`src/rtl/jt1942_rom_pkg.sv`:
```
// Shared constants and types for the 1942 ROM scheduler.
// Latency: n/a (declarations only).
// Backpressure: n/a.
package jt1942_rom_pkg;
    localparam int NCLI     = 5;
    localparam int CLI_CHAR = 0;
    localparam int CLI_SCR  = 1;
    localparam int CLI_OBJ  = 2;
    localparam int CLI_MAIN = 3;
    localparam int CLI_SND  = 4;

    // Widest cache tag (main CPU: 17-bit byte address -> 16-bit word index)
    localparam int TAG_W = 16;

    typedef enum logic [1:0] {
        IDLE,
        WAIT_ACK,
        WAIT_DATA
    } state_t;

    // Round-robin successor of a client index
    function automatic logic [2:0] next_cli(input logic [2:0] c);
        return (c == 3'(NCLI - 1)) ? 3'd0 : c + 3'd1;
    endfunction
endpackage

```
`src/rtl/jt1942_rom_line.sv`:
```
// One-word line cache for a byte-wide ROM client: tag compare, byte select, fill, invalidate.
// Latency: hit reported combinationally; a fill is visible the cycle after the fill strobe.
// Backpressure: none; the client simply sees ok low until the scheduler fills the line.
module jt1942_rom_line #(
    parameter int AW = 13
) (
    input  logic          clk,
    input  logic          rst,
    input  logic [AW-1:0] addr,
    input  logic          cs,
    input  logic          inval,
    input  logic          fill,
    input  logic [AW-2:0] fill_tag,
    input  logic [15:0]   fill_word,
    output logic          ok,
    output logic [7:0]    data
);
    logic          valid;
    logic [AW-2:0] tag;
    logic [15:0]   word;

    // Line state: invalidation wins over a fill so a download never leaves stale data marked valid
    always_ff @(posedge clk) begin
        if (rst) begin
            valid <= 1'b0;
            tag   <= '0;
            word  <= '0;
        end else begin
            if (fill) begin
                tag  <= fill_tag;
                word <= fill_word;
            end
            if (inval) begin
                valid <= 1'b0;
            end else if (fill) begin
                valid <= 1'b1;
            end
        end
    end

    assign ok   = cs && valid && (tag == addr[AW-1:1]);
    assign data = addr[0] ? word[15:8] : word[7:0];
endmodule

```
`src/rtl/jt1942_rom_sched.sv`:
```
// Round-robin scheduler sharing one 16-bit SDRAM read port among five cached byte-wide ROM clients.
// Latency: hits in the same cycle; a miss raises sdram_req one cycle later, ok follows data_rdy by one cycle.
// Backpressure: sdram_req held until sdram_ack; clients wait on ok (main CPU uses it as wait_n).
module jt1942_rom_sched
    import jt1942_rom_pkg::*;
#(
    parameter logic [21:0] CHAR_OFF = 22'h0,
    parameter logic [21:0] SCR_OFF  = 22'h0,
    parameter logic [21:0] OBJ_OFF  = 22'h0,
    parameter logic [21:0] MAIN_OFF = 22'h0,
    parameter logic [21:0] SND_OFF  = 22'h0
) (
    input  logic        clk,
    input  logic        rst,
    input  logic        downloading,
    input  logic [12:0] char_addr,
    input  logic [14:0] scr_addr,
    input  logic [14:0] obj_addr,
    input  logic [16:0] main_addr,
    input  logic [14:0] snd_addr,
    input  logic        char_cs,
    input  logic        scr_cs,
    input  logic        obj_cs,
    input  logic        main_cs,
    input  logic        snd_cs,
    output logic        char_ok,
    output logic        scr_ok,
    output logic        obj_ok,
    output logic        main_ok,
    output logic        snd_ok,
    output logic [7:0]  char_data,
    output logic [7:0]  scr_data,
    output logic [7:0]  obj_data,
    output logic [7:0]  main_data,
    output logic [7:0]  snd_data,
    output logic        sdram_req,
    output logic [21:0] sdram_addr,
    input  logic        sdram_ack,
    input  logic        data_rdy,
    input  logic [15:0] sdram_dout
);
    state_t            st, st_nxt;
    logic [2:0]        ptr, gnt, pick;
    logic              found, grant, fill_any;
    logic [TAG_W-1:0]  lat_addr;
    logic [NCLI-1:0]   cs_v, ok_v, pend, fill_v;
    logic [TAG_W-1:0]  tag_v [NCLI];
    logic [21:0]       off_v [NCLI];

    assign cs_v = {snd_cs, main_cs, obj_cs, scr_cs, char_cs};
    assign ok_v = {snd_ok, main_ok, obj_ok, scr_ok, char_ok};
    assign pend = cs_v & ~ok_v;

    assign tag_v[CLI_CHAR] = TAG_W'(char_addr[12:1]);
    assign tag_v[CLI_SCR]  = TAG_W'(scr_addr[14:1]);
    assign tag_v[CLI_OBJ]  = TAG_W'(obj_addr[14:1]);
    assign tag_v[CLI_MAIN] = main_addr[16:1];
    assign tag_v[CLI_SND]  = TAG_W'(snd_addr[14:1]);

    assign off_v[CLI_CHAR] = CHAR_OFF;
    assign off_v[CLI_SCR]  = SCR_OFF;
    assign off_v[CLI_OBJ]  = OBJ_OFF;
    assign off_v[CLI_MAIN] = MAIN_OFF;
    assign off_v[CLI_SND]  = SND_OFF;

    // Pick the first pending client at or after ptr; scanning downward lets the nearest one win
    always_comb begin
        found = 1'b0;
        pick  = ptr;
        for (int k = NCLI - 1; k >= 0; k--) begin
            if (pend[3'((int'(ptr) + k) % NCLI)]) begin
                found = 1'b1;
                pick  = 3'((int'(ptr) + k) % NCLI);
            end
        end
    end

    // Next state plus the grant and fill strobes; data_rdy only counts while waiting for data
    always_comb begin
        st_nxt   = st;
        grant    = 1'b0;
        fill_any = 1'b0;
        case (st)
            IDLE: begin
                if (found && !downloading) begin
                    grant  = 1'b1;
                    st_nxt = WAIT_ACK;
                end
            end
            WAIT_ACK: begin
                if (sdram_ack) st_nxt = WAIT_DATA;
            end
            WAIT_DATA: begin
                if (data_rdy) begin
                    fill_any = 1'b1;
                    st_nxt   = IDLE;
                end
            end
            default: st_nxt = IDLE;
        endcase
    end

    // State register and request datapath; reset drops any in-flight transaction
    always_ff @(posedge clk) begin
        if (rst) begin
            st         <= IDLE;
            ptr        <= 3'd0;
            gnt        <= 3'd0;
            lat_addr   <= '0;
            sdram_req  <= 1'b0;
            sdram_addr <= 22'd0;
        end else begin
            st <= st_nxt;
            if (grant) begin
                gnt        <= pick;
                lat_addr   <= tag_v[pick];
                sdram_addr <= off_v[pick] + 22'(tag_v[pick]);
                sdram_req  <= 1'b1;
                ptr        <= next_cli(pick);
            end else if (st == WAIT_ACK && sdram_ack) begin
                sdram_req <= 1'b0;
            end
        end
    end

    assign fill_v = fill_any ? (NCLI'(1) << gnt) : '0;

    jt1942_rom_line #(.AW(13)) u_char (
        .clk(clk), .rst(rst), .addr(char_addr), .cs(char_cs), .inval(downloading),
        .fill(fill_v[CLI_CHAR]), .fill_tag(lat_addr[11:0]), .fill_word(sdram_dout),
        .ok(char_ok), .data(char_data)
    );

    jt1942_rom_line #(.AW(15)) u_scr (
        .clk(clk), .rst(rst), .addr(scr_addr), .cs(scr_cs), .inval(downloading),
        .fill(fill_v[CLI_SCR]), .fill_tag(lat_addr[13:0]), .fill_word(sdram_dout),
        .ok(scr_ok), .data(scr_data)
    );

    jt1942_rom_line #(.AW(15)) u_obj (
        .clk(clk), .rst(rst), .addr(obj_addr), .cs(obj_cs), .inval(downloading),
        .fill(fill_v[CLI_OBJ]), .fill_tag(lat_addr[13:0]), .fill_word(sdram_dout),
        .ok(obj_ok), .data(obj_data)
    );

    jt1942_rom_line #(.AW(17)) u_main (
        .clk(clk), .rst(rst), .addr(main_addr), .cs(main_cs), .inval(downloading),
        .fill(fill_v[CLI_MAIN]), .fill_tag(lat_addr[15:0]), .fill_word(sdram_dout),
        .ok(main_ok), .data(main_data)
    );

    jt1942_rom_line #(.AW(15)) u_snd (
        .clk(clk), .rst(rst), .addr(snd_addr), .cs(snd_cs), .inval(downloading),
        .fill(fill_v[CLI_SND]), .fill_tag(lat_addr[13:0]), .fill_word(sdram_dout),
        .ok(snd_ok), .data(snd_data)
    );
endmodule

```
`config.mk`:
```
export PLATFORM = sky130hd
export DESIGN_NAME = jt1942_rom_sched
export DESIGN_NICKNAME = d
export VERILOG_FILES = /design/src/rtl/jt1942_rom_pkg.sv /design/src/rtl/jt1942_rom_line.sv /design/src/rtl/jt1942_rom_sched.sv
export SDC_FILE = /design/constraint.sdc
export NUM_CORES = 1
export LEC_CHECK = 0
export ABC_CLOCK_PERIOD_IN_PS = 10200
export BUFFER_PORTS_ARGS = -buffer_cell sky130_fd_sc_hd__buf_4
export CAP_MARGIN = 25
export CORE_MARGIN = 4
export CORE_UTILIZATION = 35
export CTS_CLUSTER_DIAMETER = 80
export DETAILED_ROUTE_END_ITERATION = 7
export GPL_ROUTABILITY_DRIVEN = 0
export GPL_TIMING_DRIVEN = 1
export PLACE_DENSITY = 0.63
export SYNTH_ARGS = -nofsm -noshare
export SYNTH_HDL_FRONTEND = slang
export SYNTH_SLANG_ARGS = --single-unit
export TNS_END_PERCENT = 10
```
`constraint.sdc`:
```
create_clock -name clk -period 10.2 [get_ports clk]
set_input_delay 1.02 -clock clk [delete_from_list [all_inputs] [get_ports clk]]
set_output_delay 1.02 -clock clk [all_outputs]
set_load 0.005 [all_outputs]
```
==> results.md, run 1 <==
| Step | Parameter | This run |
|---|---|---|
| drt | Post-detailed-routing wire length | 30800 um |
| logic synthesis | Top post-synthesis cells by area | dfxtp_1, nand2_1, a21oi_1 |
| global routing | Global routing usage summed across all routing layers | 19.5% |
| timing | Fmax | 165 MHz |
| power | Maximum ir drop on the vdd rail | 0.173 mV |
| logic synthesis | Post-synth ARST share | 0% |
| worst hold path | Path type of the worst min-delay path | flop to flop |
| cells and area | Layout overhead on the synthesized area | 21.0% |
| drt | Initial DRC count | 778 |
| drt | Post-DRT Antenna Nets | 0 |
| timing | Share of the clock period used by the worst path after layout | 59.4% |
| clock network | Number of hold buffers added after CTS | 0 |
| logic synthesis | Cell types with the highest counts after synthesis | nand2_1, a21oi_1, dfxtp_1 |
| global routing | Largest net degree at the start of global routing | 90 |
| drt | Final routed DRC violation total | 0 |
| clock network | Post-CTS setup buffer count | 0 |
| timing | Worst max-slew margin expressed relative to the limit | 31.8% |
| cells and area | FILL cells | 2779 |
| floorplanning | FP Rows | 60 |
| run status | Status | completed |
| power | Part of the power in combinational logic | 48.6% |
| critical path | Worst r2r src | ptr[2] |
| clock network | TritonCTS Sinks | 180 |
| floorplanning | Die Y | 174 um |
| global routing | Vias in the first global route | 8502 |
| logic synthesis | Most instantiated flip-flop cell in the synthesis netlist | dfxtp_1 |
| drt | Wire length per cell | 18.2 um |
| logic synthesis | Mean area per synthesized cell | 7.91 um^2 |
| worst hold path | Worst Hold Endpoint | u_char.word[7] |
| logic synthesis | Post-synth EDFFs | 0 |
| clock network | Post-cts gate resize count | 0 |
| floorplanning | Core region area | 27000 um^2 |
| critical path | Startpoint class of the critical path | flop |
| critical path | Critical setup path kind | flop to flop |
| timing | Setup-violating endpoint count in the final report | 0 |
| logic synthesis | Instance count of the mapped netlist | 1220 |
| timing | Final Max Slew Viols | 0 |
| floorplanning | Initial Utilization | 35.7% |
| global routing | Global route total overflow | 0 |
| logic synthesis | Number of distinct standard cells referenced by the synthesized netlist | 73 |
| logic synthesis | Share of the synthesized area in the top cell type | 37.3% |
| clock network | CTS clk-pin slew, worst paths | 0.06 ns |
| timing | RSZ-0062 raised after global routing | false |
| floorplanning | Die Span X | 174 um |
| power | NetSw | 0.00124 W |
| logic synthesis | Synthesized cell area | 9650 um^2 |
| timing | Sum Neg Setup Slack | 0 ns |
| power | Pwr dens | 255 nW/um^2 |
| critical path | Crit Reg-Reg Endpoint | ptr[2] |
| clock network | Clk root buf | clkbuf_16 |
| cells and area | Ratio of cells with drive above 1 in the final layout | 20.1% |
| drt | Via density per instance | 5.28 |
| job | Count of max-cap constraint violations | 0 |
| floorplanning | Area of the die | 30300 um^2 |
| timing | Worst-Margin Slew | 1.02 ns |
| critical path | Arrival time of the worst setup path | 6.39 ns |
| cells and area | Final layout net count | 1471 |
| critical path | Worst Setup End Kind | flop |
| global routing | Initial antenna violation count | 1 |
| power | Overall power | 0.00297 W |
| timing | Number of failing hold endpoints at the final stage | 0 |
| logic synthesis | Seq/Total Area, Yosys | 37.3% |
| power | Pleak | 4.59 nW |
| drt | First-pass DRT Iterations | 5 |
| drt | Via count | 8958 |
| worst hold path | Start point of the worst min-delay path | u_char.word[7] |
| worst hold path | Instance count along the most critical hold path | 2 |
| clock network | CTS HTree Levels | 4 |
| timing | Final critical-path required period | 6.06 ns |
| logic synthesis | Number of warning messages in the yosys log | 0 |
| timing | Fin Clk Skew | 0.00950 ns |
| power | Cell-internal power | 0.00173 W |
| floorplanning | I/O pins | 169 |
| placement | DP HPWL | 22400 um |
| power | Sequential power share | 29.3% |
| critical path | Maximum fanout count along the critical path | 33 |
| placement | Port bufs | 162 |
| clock network | Clock buffer depth | 2 |
| logic synthesis | Most common cell in the synthesized netlist | nand2_1 |
| logic synthesis | Most area-hungry cell type in the Yosys netlist | dfxtp_1 |
| critical path | Reg-to-reg slack, setup | 4.14 ns |
| critical path | FF-to-FF path depth | 21 |
| logic synthesis | Synth Register Bits | 180 |
| global routing | Global-route wire length before repair | 47500 um |
| power | Clock power frac | 22.1% |
| clock network | Number of CTS-inserted buffers | 17 |
| critical path | Required time of the critical path | 10.53 ns |
| clock network | Clock Latency Late Sink | 0.43 ns |
| power | Switching part of the total | 41.7% |
| clock network | Clock tree from TritonCTS | yes |
[critical path, cell delays in order, from the launching register on]
cell and delay (ns):
dfxtp_1 0.68, inv_1 0.25, ha_1 0.44, o21ai_0 0.39, nand2_1 0.12, xnor2_1 0.25, ha_1 0.21, fa_1 0.16
a21boi_0 0.31, nand3_1 0.20, xnor2_1 0.21, or4b_2 0.65, o211ai_1 0.18, a211oi_2 0.14, o311a_1 0.17, o31ai_4 0.24
buf_4 0.49, inv_1 0.13, ha_1 0.22, nor3_1 0.20, a211oi_1 0.08, a211oi_1 0.24
[cells in the final DEF (no fill, tap or decap), drive strengths merged, types with 4 or more instances in the layout]
cell type,instances
mux2i,33
a21oi,212
a211oi,8
clkbuf,20
o22ai,5
xor2,50
o211ai,7
nand3,14
nand4,10
and3,5
nor3,12
dfxtp,180
conb,6
nand2,335
o21ai,13
o31ai,4
nor4,11
nor2,29
o21a,8
mux2,44
or4b,4
buf,176
o22a,14
inv,29
ha,27
or3,4
xnor2,29
nand2b,8
[per-layer routing]
layer | up-vias | routed length [um] | GRT usage (%)
li1 | 4412 | - | -
met1 | 4233 | 14400 | 27.6
met2 | 262 | 14000 | 30.4
met3 | 51 | 1640 | 3.28
met4 | 0 | 742 | 6.40
met5 | - | 0 | 0
[flip-flops by register name, indices dropped and copies added, names as in the netlist, 12 cells and up]
signal and cells:
u_main.tag 16, u_char.word 16, u_obj.word 16, sdram_addr 16, u_obj.tag 14, u_scr.word 16
u_main.word 16, u_snd.word 16, u_char.tag 12, u_snd.tag 14, u_scr.tag 14
[cells by family (layout without fill, tap and decap cells)]
kind of cell	count (synthesis)	in the layout	share of synthesized area, %
compound gates	302	302	18.6
xor+xnor	79	79	7.24
buf+inv	105	233	4.63
other cells	1	7	0.0388
simple gates	447	447	19.6
fa+ha+maj	28	28	3.71
flops	180	180	37.3
mux	78	78	8.83
[worst max path at each step]
stage / start / end / cells past startpoint
CTS: ptr[2] / ptr[2] / 21
finish: ptr[2] / ptr[2] / 21
global placement: ptr[2] / gnt[2] / 18
detailed placement: ptr[2] / gnt[2] / 18
global route: ptr[2] / sdram_addr[12] / 17
floorplan: ptr[2] / ptr[2] / 23
[power by group through the flow]
stage	logic, W	clock network, W	registers, W
4_1_cts	0.00143	0.000664	0.000869
3_5_place_dp	0.00142	0	0.000884
6_report	0.00145	0.000657	0.000872
3_3_place_gp	0.00140	0	0.000882
2_1_floorplan	0.00111	0	0.000824
5_1_grt	0.00158	0.000695	0.000880
[cell type report]
type / count / area, um^2 / share of cell area, %
well taps: 341 / 427 / 3.65
inverters: 27 / 101 / 0.868
flip-flops and latches: 180 / 3600 / 30.8
repair buffers: 176 / 1330 / 11.4
multi-input cells: 940 / 5630 / 48.2
diodes: 1 / 2.50 / 0.0214
clock inverters: 10 / 126 / 1.08
clock buffers: 20 / 457 / 3.91
[metrics by stage]
step                worst slack [ns]  instances  utilization, %  hold slack, ns  cell area [um^2]
floorplan                       5.08       1225               -           0.433              9670
global placement                4.45       1661            40.9           0.438             11100
detailed placement              4.21       1663            41.0           0.444             11100
CTS                             4.20       1693            43.2           0.455             11700
global route                    3.62       1695            43.2           0.469             11700
finish                          4.14       1695            43.2           0.451             11700
Note: power is estimated with default switching activity, not from simulation.
==> run 2, diff against run 1 <==
--- a/config.mk
+++ b/config.mk
@@ -5,7 +5,7 @@
 export SDC_FILE = /design/constraint.sdc
 export NUM_CORES = 1
 export LEC_CHECK = 0
-export ABC_CLOCK_PERIOD_IN_PS = 10200
+export ABC_CLOCK_PERIOD_IN_PS = 6120
 export BUFFER_PORTS_ARGS = -buffer_cell sky130_fd_sc_hd__buf_4
 export CAP_MARGIN = 25
 export CORE_MARGIN = 4
==> constraint.sdc (replaced) <==
create_clock -name clk -period 6.12 [get_ports clk]
set_input_delay 0.612 -clock clk [delete_from_list [all_inputs] [get_ports clk]]
set_output_delay 0.612 -clock clk [all_outputs]
set_load 0.005 [all_outputs]
==> run 2 against run 1 <==
Maximum frequency up 5.7%; die area stayed put; cell count is 0.35% higher; highest routed layer unchanged; non-clock buffer count increased by 5; critical path depth down 2; combinational power grew 70%; via count rose by 0.57%; register-to-register slack got worse by 3.8 ns; first-iteration DRC count decreased by 6.2%.
==> results.md, run 2 (synthesis gave the netlist of run 1 again) <==
| Step | Parameter | This run | Change |
|---|---|---|---|
| run status | Status | completed | unchanged |
| worst hold path | Worst Hold Endpoint | u_scr.word[1] | was u_char.word[7] |
| critical path | FF-to-FF path depth | 19 | was 21 |
| clock network | Post-CTS setup buffer count | 0 | unchanged |
| drt | Final routed DRC violation total | 0 | unchanged |
| clock network | Clk root buf | clkbuf_16 | unchanged |
| placement | DP HPWL | 22700 um | was 22400 um |
| global routing | Vias in the first global route | 8467 | was 8502 |
| drt | Via count | 9009 | was 8958 |
| floorplanning | Die Y | 174 um | unchanged |
| worst hold path | Path type of the worst min-delay path | flop to flop | unchanged |
| timing | Setup-violating endpoint count in the final report | 0 | unchanged |
| timing | Share of the clock period used by the worst path after layout | 93.7% | was 59.4% |
| floorplanning | FP Rows | 60 | unchanged |
| cells and area | Most common cell after layout, fill and taps aside | nand2_1 | unchanged |
| cells and area | Commonest cells after routing, fill and taps aside | nand2_1, a21oi_1, dfxtp_1 | unchanged |
| clock network | Clock Latency Late Sink | 0.44 ns | was 0.43 ns |
| timing | Final critical-path required period | 5.73 ns | was 6.06 ns |
| global routing | Largest net degree at the start of global routing | 88 | was 90 |
| timing | Fin Clk Skew | 0.0124 ns | was 0.00950 ns |
| clock network | CTS clk-pin slew, worst paths | 0.07 ns | was 0.06 ns |
| timing | Number of failing hold endpoints at the final stage | 0 | unchanged |
| drt | First-pass DRT Iterations | 5 | unchanged |
| placement | Port bufs | 162 | unchanged |
| timing | Worst max-slew margin expressed relative to the limit | 34.0% | was 31.8% |
| global routing | Global route total overflow | 0 | unchanged |
| critical path | Maximum fanout count along the critical path | 18 | was 33 |
| drt | Via density per instance | 5.30 | was 5.28 |
| global routing | Initial antenna violation count | 0 | was 1 |
| global routing | Global routing usage summed across all routing layers | 19.7% | was 19.5% |
| cells and area | Antenna diode count | 0 | was 1 |
| floorplanning | I/O pins | 169 | unchanged |
| critical path | Reg-to-reg slack, setup | 0.39 ns | was 4.14 ns |
| drt | Post-detailed-routing wire length | 31100 um | was 30800 um |
| clock network | Number of CTS-inserted buffers | 17 | unchanged |
| floorplanning | Core region area | 27000 um^2 | unchanged |
| power | Overall power | 0.00500 W | was 0.00297 W |
| drt | Wire length per cell | 18.3 um | was 18.2 um |
| worst hold path | Start point of the worst min-delay path | u_scr.word[1] | was u_char.word[7] |
| cells and area | Final layout net count | 1476 | was 1471 |
| clock network | Clock tree from TritonCTS | yes | unchanged |
| timing | Sum Neg Setup Slack | 0 ns | unchanged |
| drt | Initial DRC count | 730 | was 778 |
| worst hold path | Instance count along the most critical hold path | 2 | unchanged |
| clock network | TritonCTS Sinks | 180 | unchanged |
| critical path | Worst Setup End Kind | flop | unchanged |
| timing | Final Max Slew Viols | 0 | unchanged |
| critical path | Arrival time of the worst setup path | 6.05 ns | was 6.39 ns |
| timing | Worst-Margin Slew | 0.990 ns | was 1.02 ns |
| floorplanning | Initial Utilization | 35.7% | unchanged |
| cells and area | Ratio of cells with drive above 1 in the final layout | 20.5% | was 20.1% |
| critical path | Required time of the critical path | 6.44 ns | was 10.53 ns |
| power | Pleak | 4.62 nW | was 4.59 nW |
| critical path | Startpoint class of the critical path | flop | unchanged |
| floorplanning | Die Span X | 174 um | unchanged |
| clock network | CTS HTree Levels | 4 | unchanged |
| floorplanning | Area of the die | 30300 um^2 | unchanged |
| power | Pwr dens | 427 nW/um^2 | was 255 nW/um^2 |
| clock network | Number of hold buffers added after CTS | 0 | unchanged |
| timing | Fmax | 174 MHz | was 165 MHz |
| global routing | Global-route wire length before repair | 47700 um | was 47500 um |
| cells and area | Layout overhead on the synthesized area | 21.3% | was 21.0% |
| drt | Post-DRT Antenna Nets | 0 | unchanged |
| critical path | Critical setup path kind | flop to flop | unchanged |
| critical path | Crit Reg-Reg Endpoint | sdram_addr[9] | was ptr[2] |
| timing | RSZ-0062 raised after global routing | false | unchanged |
| job | Count of max-cap constraint violations | 0 | unchanged |
| critical path | Worst r2r src | ptr[1] | was ptr[2] |
| clock network | Clock buffer depth | 2 | unchanged |
| power | Maximum ir drop on the vdd rail | 0.390 mV | was 0.173 mV |
-- run 2: changes by cell type in the layout (fill, tap and decap cells not counted), sizes merged --
cell | before | now
clkinvlp | 3 | 0
diode | 1 | 0
clkinv | 3 | 7
buf | 176 | 181
clkbuf | 20 | 21
-- run 2: final cells by class --
type	count	area [um^2]
inverter	27	101
sequential	180	3600
fill	2732	15300
clock inverter	11	128
clock buffer	21	440
tap	341	427
timing repair buffer	181	1360
multi-input combinational	940	5650
-- run 2: worst max path at each step --
| stage | start | slack [ns] | cells past startpoint | endpoint |
|---|---|---|---|---|
| finish | ptr[1] | 0.39 | 19 | sdram_addr[9] |
| global route | ptr[1] | 0.06 | 19 | sdram_addr[10] |
| CTS | ptr[1] | 0.42 | 18 | sdram_addr[8] |
| detailed placement | ptr[1] | 0.45 | 19 | sdram_addr[12] |
| global placement | ptr[1] | 0.63 | 19 | sdram_addr[13] |
| floorplan | ptr[2] | 1.0 | 23 | ptr[2] |
-- run 2: critical path: stages, from the launching register on --
cell and delay, ns:
dfxtp_1 0.53, inv_1 0.28, ha_1 0.52, ha_1 0.25, nor2_1 0.07, a21oi_1 0.26, xnor2_1 0.19, ha_1 0.25
nand2b_1 0.13, o311ai_1 0.18, a311oi_1 0.17, a311o_1 0.45, nor4b_1 0.18, a311o_1 0.41, or3_4 0.40, o31ai_4 0.34
buf_4 0.38, mux2i_1 0.38, o22a_1 0.18, a21oi_1 0.06
-- run 2: per-layer routing --
metal	vias up	part of all wire, %	track usage [%]
met5	-	0	0
met4	0	1.3	4.12
met3	32	6.4	4.22
met2	276	47	31.8
met1	4283	45	27.2
li1	4418	-	-
-- run 2: timing repair --
action,in CTS,in global routing
endpoints found under the setup margin,0,20
endpoints found under the hold margin,0,0
gates resized for setup,0,5
-- run 2: power by group --
part	switching, W	leakage [nW]	total, W	internal (W)
sequential	0.000186	1.45	0.00144	0.00125
combinational	0.00142	2.89	0.00247	0.00105
clock	0.000484	0.280	0.00109	0.000605
-- run 2: through the flow --
step | setup slack (ns) | cells | hold slack [ns] | util (%) | area (um^2)
after CTS | 0.420 | 1699 | 0.448 | 43.2 | 11700
after global placement | 0.632 | 1667 | 0.438 | 41.1 | 11100
after global routing | 0.0567 | 1701 | 0.459 | 43.3 | 11700
final | 0.387 | 1701 | 0.451 | 43.3 | 11700
after floorplan | 0.998 | 1225 | 0.433 | - | 9670
after detailed placement | 0.453 | 1667 | 0.445 | 41.1 | 11100
